[config.mk]
export PLATFORM = sky130hd
export DESIGN_NAME = frame_dispatch_sched
export DESIGN_NICKNAME = d
export VERILOG_FILES = /design/src/rtl/frame_pkg.sv /design/src/rtl/frame_dispatch_sched_sat_counter.sv /design/src/rtl/frame_dispatch_sched.sv
export SDC_FILE = /design/constraint.sdc
export NUM_CORES = 1
export LEC_CHECK = 0
export ABC_AREA = 1
export CORE_MARGIN = 2
export CORE_UTILIZATION = 34
export CTS_BUF_LIST = sky130_fd_sc_hd__clkbuf_8
export CTS_CLUSTER_DIAMETER = 40
export CTS_CLUSTER_SIZE = 30
export DETAILED_ROUTE_END_ITERATION = 10
export DONT_BUFFER_PORTS = 1
export MAX_ROUTING_LAYER = met4
export REMOVE_ABC_BUFFERS = 1
export SLEW_MARGIN = 20
export SYNTH_ARGS = -nofsm -noshare
export SYNTH_HDL_FRONTEND = slang
export SYNTH_SLANG_ARGS = --single-unit
[constraint.sdc]
create_clock -name clk_in -period 3 [get_ports clk_in]
set_clock_uncertainty 0.05 [all_clocks]
set_input_delay 0.6 -clock clk_in [delete_from_list [all_inputs] [get_ports clk_in]]
set_output_delay 0.6 -clock clk_in [all_outputs]
set_load 0.005 [all_outputs]
[src/rtl/frame_pkg.sv]
// Shared definitions for the frame FIFO entry layout and the dispatch scheduler.
package frame_pkg;

    // FIFO entry layout: {payload[127:0], channel mask[7:0], word count[3:0]}
    localparam int unsigned FRAME_ENTRY_W = 140;
    localparam int unsigned PAYLOAD_MSB   = 139;
    localparam int unsigned PAYLOAD_LSB   = 12;
    localparam int unsigned CH_LSB        = 4;
    localparam int unsigned CH_W          = 8;
    localparam int unsigned CNT_LSB       = 0;
    localparam int unsigned CNT_FIELD_W   = 4;
    localparam int unsigned MAX_WORDS     = 8;

    typedef enum logic [1:0] {
        IDLE,
        FETCH,
        SEND
    } sched_state_t;

endpackage

[src/rtl/frame_dispatch_sched_sat_counter.sv]
// Saturating event counter: increments on inc, sticks at all-ones.
module sat_counter #(
    parameter int unsigned CNT_W = 16
) (
    input  logic             clk_in,
    input  logic             rst_n,
    input  logic             inc,
    output logic [CNT_W-1:0] count
);

    // Count events, holding at all-ones instead of wrapping
    always_ff @(posedge clk_in or negedge rst_n) begin
        if (!rst_n) begin
            count <= '0;
        end else if (inc && (count != '1)) begin
            count <= count + CNT_W'(1);
        end
    end

endmodule

[src/rtl/frame_dispatch_sched.sv]
// Frame dispatch scheduler: reads one FIFO entry at a time and serialises its
// valid words (LSB word first) to the channels selected by the entry mask.
module frame_dispatch_sched #(
    parameter int unsigned NUM_CH    = 8,
    parameter int unsigned WORD_W    = 16,
    parameter int unsigned MAX_WORDS = 8,
    parameter int unsigned CNT_W     = 16
) (
    input  logic                                clk_in,
    input  logic                                rst_n,
    input  logic                                sched_en,
    input  logic                                fifo_empty,
    output logic                                fifo_r_enable,
    input  logic [frame_pkg::FRAME_ENTRY_W-1:0] data_from_fifo,
    output logic [WORD_W-1:0]                   data_out,
    output logic [NUM_CH-1:0]                   ch_valid,
    input  logic [NUM_CH-1:0]                   ch_ready,
    output logic                                frame_done,
    output logic                                frame_drop,
    output logic [CNT_W-1:0]                    done_cnt,
    output logic [CNT_W-1:0]                    drop_cnt
);
    import frame_pkg::*;

    localparam int unsigned IDX_W     = $clog2(MAX_WORDS);
    localparam int unsigned PAYLOAD_W = MAX_WORDS * WORD_W;
    localparam logic [CNT_FIELD_W-1:0] MAX_CNT = CNT_FIELD_W'(MAX_WORDS);

    sched_state_t state, state_nxt;

    logic [PAYLOAD_W-1:0]   payload, payload_nxt, fifo_payload;
    logic [NUM_CH-1:0]      mask, mask_nxt, fifo_mask, ch_valid_nxt;
    logic [CNT_FIELD_W-1:0] count, count_nxt, fifo_count;
    logic [IDX_W-1:0]       idx, idx_nxt, idx_inc;
    logic [WORD_W-1:0]      data_out_nxt;
    logic                   rd_nxt, done_nxt, drop_nxt;
    logic                   capture, entry_bad, accept, last_word;

    assign fifo_payload = data_from_fifo[PAYLOAD_LSB +: PAYLOAD_W];
    assign fifo_mask    = data_from_fifo[CH_LSB +: NUM_CH];
    assign fifo_count   = data_from_fifo[CNT_LSB +: CNT_FIELD_W];

    // FETCH spans two cycles: the strobe cycle, then the cycle the read data is valid
    assign capture   = (state == FETCH) && !fifo_r_enable;
    assign entry_bad = (fifo_mask == '0) || (fifo_count == '0) || (fifo_count > MAX_CNT);
    assign accept    = (state == SEND) && ((ch_ready & mask) == mask);
    assign last_word = (CNT_FIELD_W'(idx) == (count - CNT_FIELD_W'(1)));
    assign idx_inc   = idx + IDX_W'(1);

    // State register
    always_ff @(posedge clk_in or negedge rst_n) begin
        if (!rst_n) begin
            state <= IDLE;
        end else begin
            state <= state_nxt;
        end
    end

    // Next-state decode
    always_comb begin
        state_nxt = state;
        case (state)
            IDLE:    if (sched_en && !fifo_empty) state_nxt = FETCH;
            FETCH:   if (capture) state_nxt = entry_bad ? IDLE : SEND;
            SEND:    if (accept && last_word) state_nxt = IDLE;
            default: state_nxt = IDLE;
        endcase
    end

    // Next values of the registered outputs and the captured entry
    always_comb begin
        rd_nxt       = 1'b0;
        done_nxt     = 1'b0;
        drop_nxt     = 1'b0;
        data_out_nxt = data_out;
        ch_valid_nxt = ch_valid;
        payload_nxt  = payload;
        mask_nxt     = mask;
        count_nxt    = count;
        idx_nxt      = idx;
        case (state)
            IDLE: rd_nxt = sched_en && !fifo_empty;
            FETCH: begin
                if (capture) begin
                    if (entry_bad) begin
                        drop_nxt = 1'b1;
                    end else begin
                        payload_nxt  = fifo_payload;
                        mask_nxt     = fifo_mask;
                        count_nxt    = fifo_count;
                        idx_nxt      = '0;
                        data_out_nxt = fifo_payload[WORD_W-1:0];
                        ch_valid_nxt = fifo_mask;
                    end
                end
            end
            SEND: begin
                if (accept) begin
                    if (last_word) begin
                        done_nxt     = 1'b1;
                        ch_valid_nxt = '0;
                        data_out_nxt = '0;
                    end else begin
                        idx_nxt      = idx_inc;
                        data_out_nxt = payload[idx_inc*WORD_W +: WORD_W];
                    end
                end
            end
            default: ;
        endcase
    end

    // Output and datapath registers
    always_ff @(posedge clk_in or negedge rst_n) begin
        if (!rst_n) begin
            fifo_r_enable <= 1'b0;
            data_out      <= '0;
            ch_valid      <= '0;
            frame_done    <= 1'b0;
            frame_drop    <= 1'b0;
            payload       <= '0;
            mask          <= '0;
            count         <= '0;
            idx           <= '0;
        end else begin
            fifo_r_enable <= rd_nxt;
            data_out      <= data_out_nxt;
            ch_valid      <= ch_valid_nxt;
            frame_done    <= done_nxt;
            frame_drop    <= drop_nxt;
            payload       <= payload_nxt;
            mask          <= mask_nxt;
            count         <= count_nxt;
            idx           <= idx_nxt;
        end
    end

    sat_counter #(.CNT_W(CNT_W)) u_done_cnt (
        .clk_in (clk_in),
        .rst_n  (rst_n),
        .inc    (done_nxt),
        .count  (done_cnt)
    );

    sat_counter #(.CNT_W(CNT_W)) u_drop_cnt (
        .clk_in (clk_in),
        .rst_n  (rst_n),
        .inc    (drop_nxt),
        .count  (drop_cnt)
    );

endmodule

==> flow_summary.json <==
{
  "outcome": "finished, violations left",
  "violations": "negative hold slack",
  "maxCapViolations": 0,
  "drc": 0,
  "netlist_area_mm2": 0.0105,
  "fin_util": 0.385,
  "core_area_mm2": 0.0305,
  "cts_inserted_buffers": 41,
  "dp_cells": 1762,
  "setup_viol": 0,
  "n_fill_cell": 3204,
  "cp_max_fo": 19,
  "rsz0062_at_grt": "false",
  "finalMaxSlewViolations": 0,
  "ys_types": 35,
  "antenna_found_initial": 3,
  "final_cell_mix": "nand2_1, nand3_1, dfrtp_1",
  "rows": 64,
  "layout_commonest_cell": "nand2_1",
  "antenna_left": 0,
  "dieArea_mm2": 0.0323,
  "cp.required_ns": 3.36,
  "cts_max_path_buffers": 3,
  "power_density_mw_per_mm2": 1060,
  "synth_top_family_by_area": "simple AND/OR/NAND/NOR gates",
  "worst_pin_slew_ns": 0.920,
  "fmax_mhz": 408,
  "cts.sinks": 204,
  "grt_usage": 0.189,
  "worstPathArrival_ns": 2.81,
  "synth_edf_count": 0,
  "final_hold_viol_count": 204,
  "synthXorXnorAreaFrac": 0.0241,
  "cts_tree": "done",
  "fin_crit_ns": 2.45,
  "critPathCaptureType": "register",
  "post_cts_buffers": 0,
  "timing.hold.ws_ns": -0.295,
  "synthFlopType": "dfrtp_1",
  "grt.overflow.total": 0,
  "grt_max_degree": 205,
  "peakVddDrop_v": 0.000439,
  "h-tree-depth": 2,
  "fin_crit_sh": 0.816,
  "startpoint_type": "register",
  "synth_warnings": 0,
  "muxShareOfSynthArea": 0,
  "syn_inst": 1429,
  "cpPeakStageDelay_ns": 0.41,
  "root_buffer": "clkbuf_8",
  "layout-drive-gt1-share": 0.0819,
  "die_h_um": 180,
  "ys_ff_latch": 204,
  "synth_compound_area_frac": 0.0196,
  "die_w_um": 180,
  "nNetsFinal": 1565,
  "critPathSlowestCell": "dfrtp_1",
  "first_iter_violations": 509,
  "dp_hpwl_mm": 18.4,
  "cp_cell_sequence": "inv_1, ha_1, nand2_1, inv_1, nor2_1, inv_1, nor2_1, nand3_4, nor2_8, nand2_4, nand2_1, o21ai_0",
  "dpl_worst_slack_ns": 0.538,
  "drt_wl_total_mm": 29.5,
  "synthAdderAreaFrac": 0.00477,
  "syn2layout_area_growth_pct": 11.9,
  "via_count": 8923,
  "io-pin-count": 211,
  "p_leak_nw": 6.17,
  "hold_class": "in2async",
  "viasPerCell": 4.85,
  "clk_latency_ns": 0.56,
  "fin_ws_ns": 0.551,
  "cts_resized": 0,
  "routedWlPerCell_um": 16.0,
  "worstSetupPathType": "reg2reg",
  "start_util": 0.344,
  "synth-simple-area-share": 0.403,
  "finalPower_w": 0.0125,
  "grt_pass1_wl_mm": 48.3,
  "io_buffers": 0,
  "grt_pass1_vias": 9068,
  "max-slew-margin-rel": 0.387,
  "crit_top_cell": "inv_1",
  "ys_seq_area_frac": 0.487,
  "gp_congestion": 0.807,
  "synthArstFlopShare": 1.00,
  "firstDrtPassIters": 8,
  "syn_avg_cell_area_um2": 7.34,
  "path_clk_slew_ns": 0.07,
  "instances_no_fill": 1840
}
metrics by stage:
step	area (um2)	setup TNS (ns)
final	11700	0
after global placement	10800	0
after CTS	11700	0
after floorplan	10100	-215.35
after detailed placement	10800	0
after global routing	11700	0
state kept, by name (all words and copies together) (netlist names):
name / flops
payload: 128
data_out: 16
u_done_cnt.count: 16
u_drop_cnt.count: 16
ch_valid: 8
mask: 8
count: 4
idx: 3
state: 2
fifo_r_enable: 1
frame_done: 1
frame_drop: 1
cell usage after synthesis, types with 2 or more instances:
library cell / instances / area, um2
clkbuf_1: 34 / 128
buf_2: 34 / 170
inv_2: 5 / 18.8
nor2_4: 3 / 33.8
ha_1: 4 / 50.1
nand4_1: 4 / 25.0
a21oi_1: 7 / 35.0
o21ai_0: 9 / 45.0
nand2_2: 3 / 18.8
xnor2_1: 10 / 87.6
nor3_1: 8 / 40.0
o21ai_2: 5 / 43.8
xor2_1: 17 / 149
buf_4: 5 / 37.5
nor2_1: 51 / 191
dfrtp_1: 204 / 5100
nand3b_1: 3 / 22.5
buf_1: 4 / 15.0
nand2_1: 684 / 2570
nand3_1: 244 / 1220
o21bai_1: 9 / 67.6
clkinv_1: 2 / 7.51
buf_6: 2 / 22.5
inv_1: 67 / 251
path summary, 6_finish.rpt:
kind | from | to | slack (ns) | cells after the start
worst min register to register | state[1]$_DFFE_PN0P_ | fifo_r_enable$_DFF_PN0_ | 0.42 | 1
worst max register to register | count[0]$_DFFE_PN0P_ | u_done_cnt.count[2]$_DFFE_PN0P_ | 0.55 | 12
worst max-delay path | count[0]$_DFFE_PN0P_ | u_done_cnt.count[2]$_DFFE_PN0P_ | 0.55 | 12
min in group clk_in | fifo_empty | fifo_r_enable$_DFF_PN0_ | 0.07 | 1
max in group asynchronous | rst_n | u_done_cnt.count[14]$_DFFE_PN0P_ | 2.88 | 0
worst min-delay path | rst_n | payload[93]$_DFFE_PN0P_ | -0.30 | 0
critical path, delay by kind of cell, from the launching register on:
family	cells	cell delay, ns
compound gates	1	0.07
fa+ha+maj	1	0.31
buf+inv	3	0.20
flops	1	0.41
simple gates	7	1.27
report_power, final:
part | leakage (nW) | internal [W] | switching, W
logic | 3.05 | 0.00159 | 0.00301
clock network | 0.486 | 0.00193 | 0.00137
registers | 2.64 | 0.00384 | 0.000736
total | 6.17 | 0.00737 | 0.00512
layout make-up:
class / instances / area (um2) / area share
well taps: 396 / 495 / 0.0422
repair buffers: 16 / 145 / 0.0124
diodes: 3 / 7.51 / 0.000639
flip-flops and latches: 204 / 5110 / 0.435
inverters: 74 / 278 / 0.0237
clock buffers: 44 / 606 / 0.0516
clock inverters: 31 / 349 / 0.0297
multi-input cells: 1072 / 4750 / 0.405
layer usage:
metal	share of wire	GRT usage	up-vias
met5	0	-	-
met4	0.026	0.0650	0
met3	0.069	0.0533	64
met2	0.47	0.298	228
met1	0.43	0.234	4161
li1	-	-	4470
cell families after synthesis:
kind of cell               after synthesis
and+or+nand+nor                       1008
DFF                                    204
buffers and inverters                  153
AOI/OAI and AO/OA                       32
xor gates and xnor gates                28
adders and majority gates                4
No activity file was read; power rests on OpenSTA's default activity.
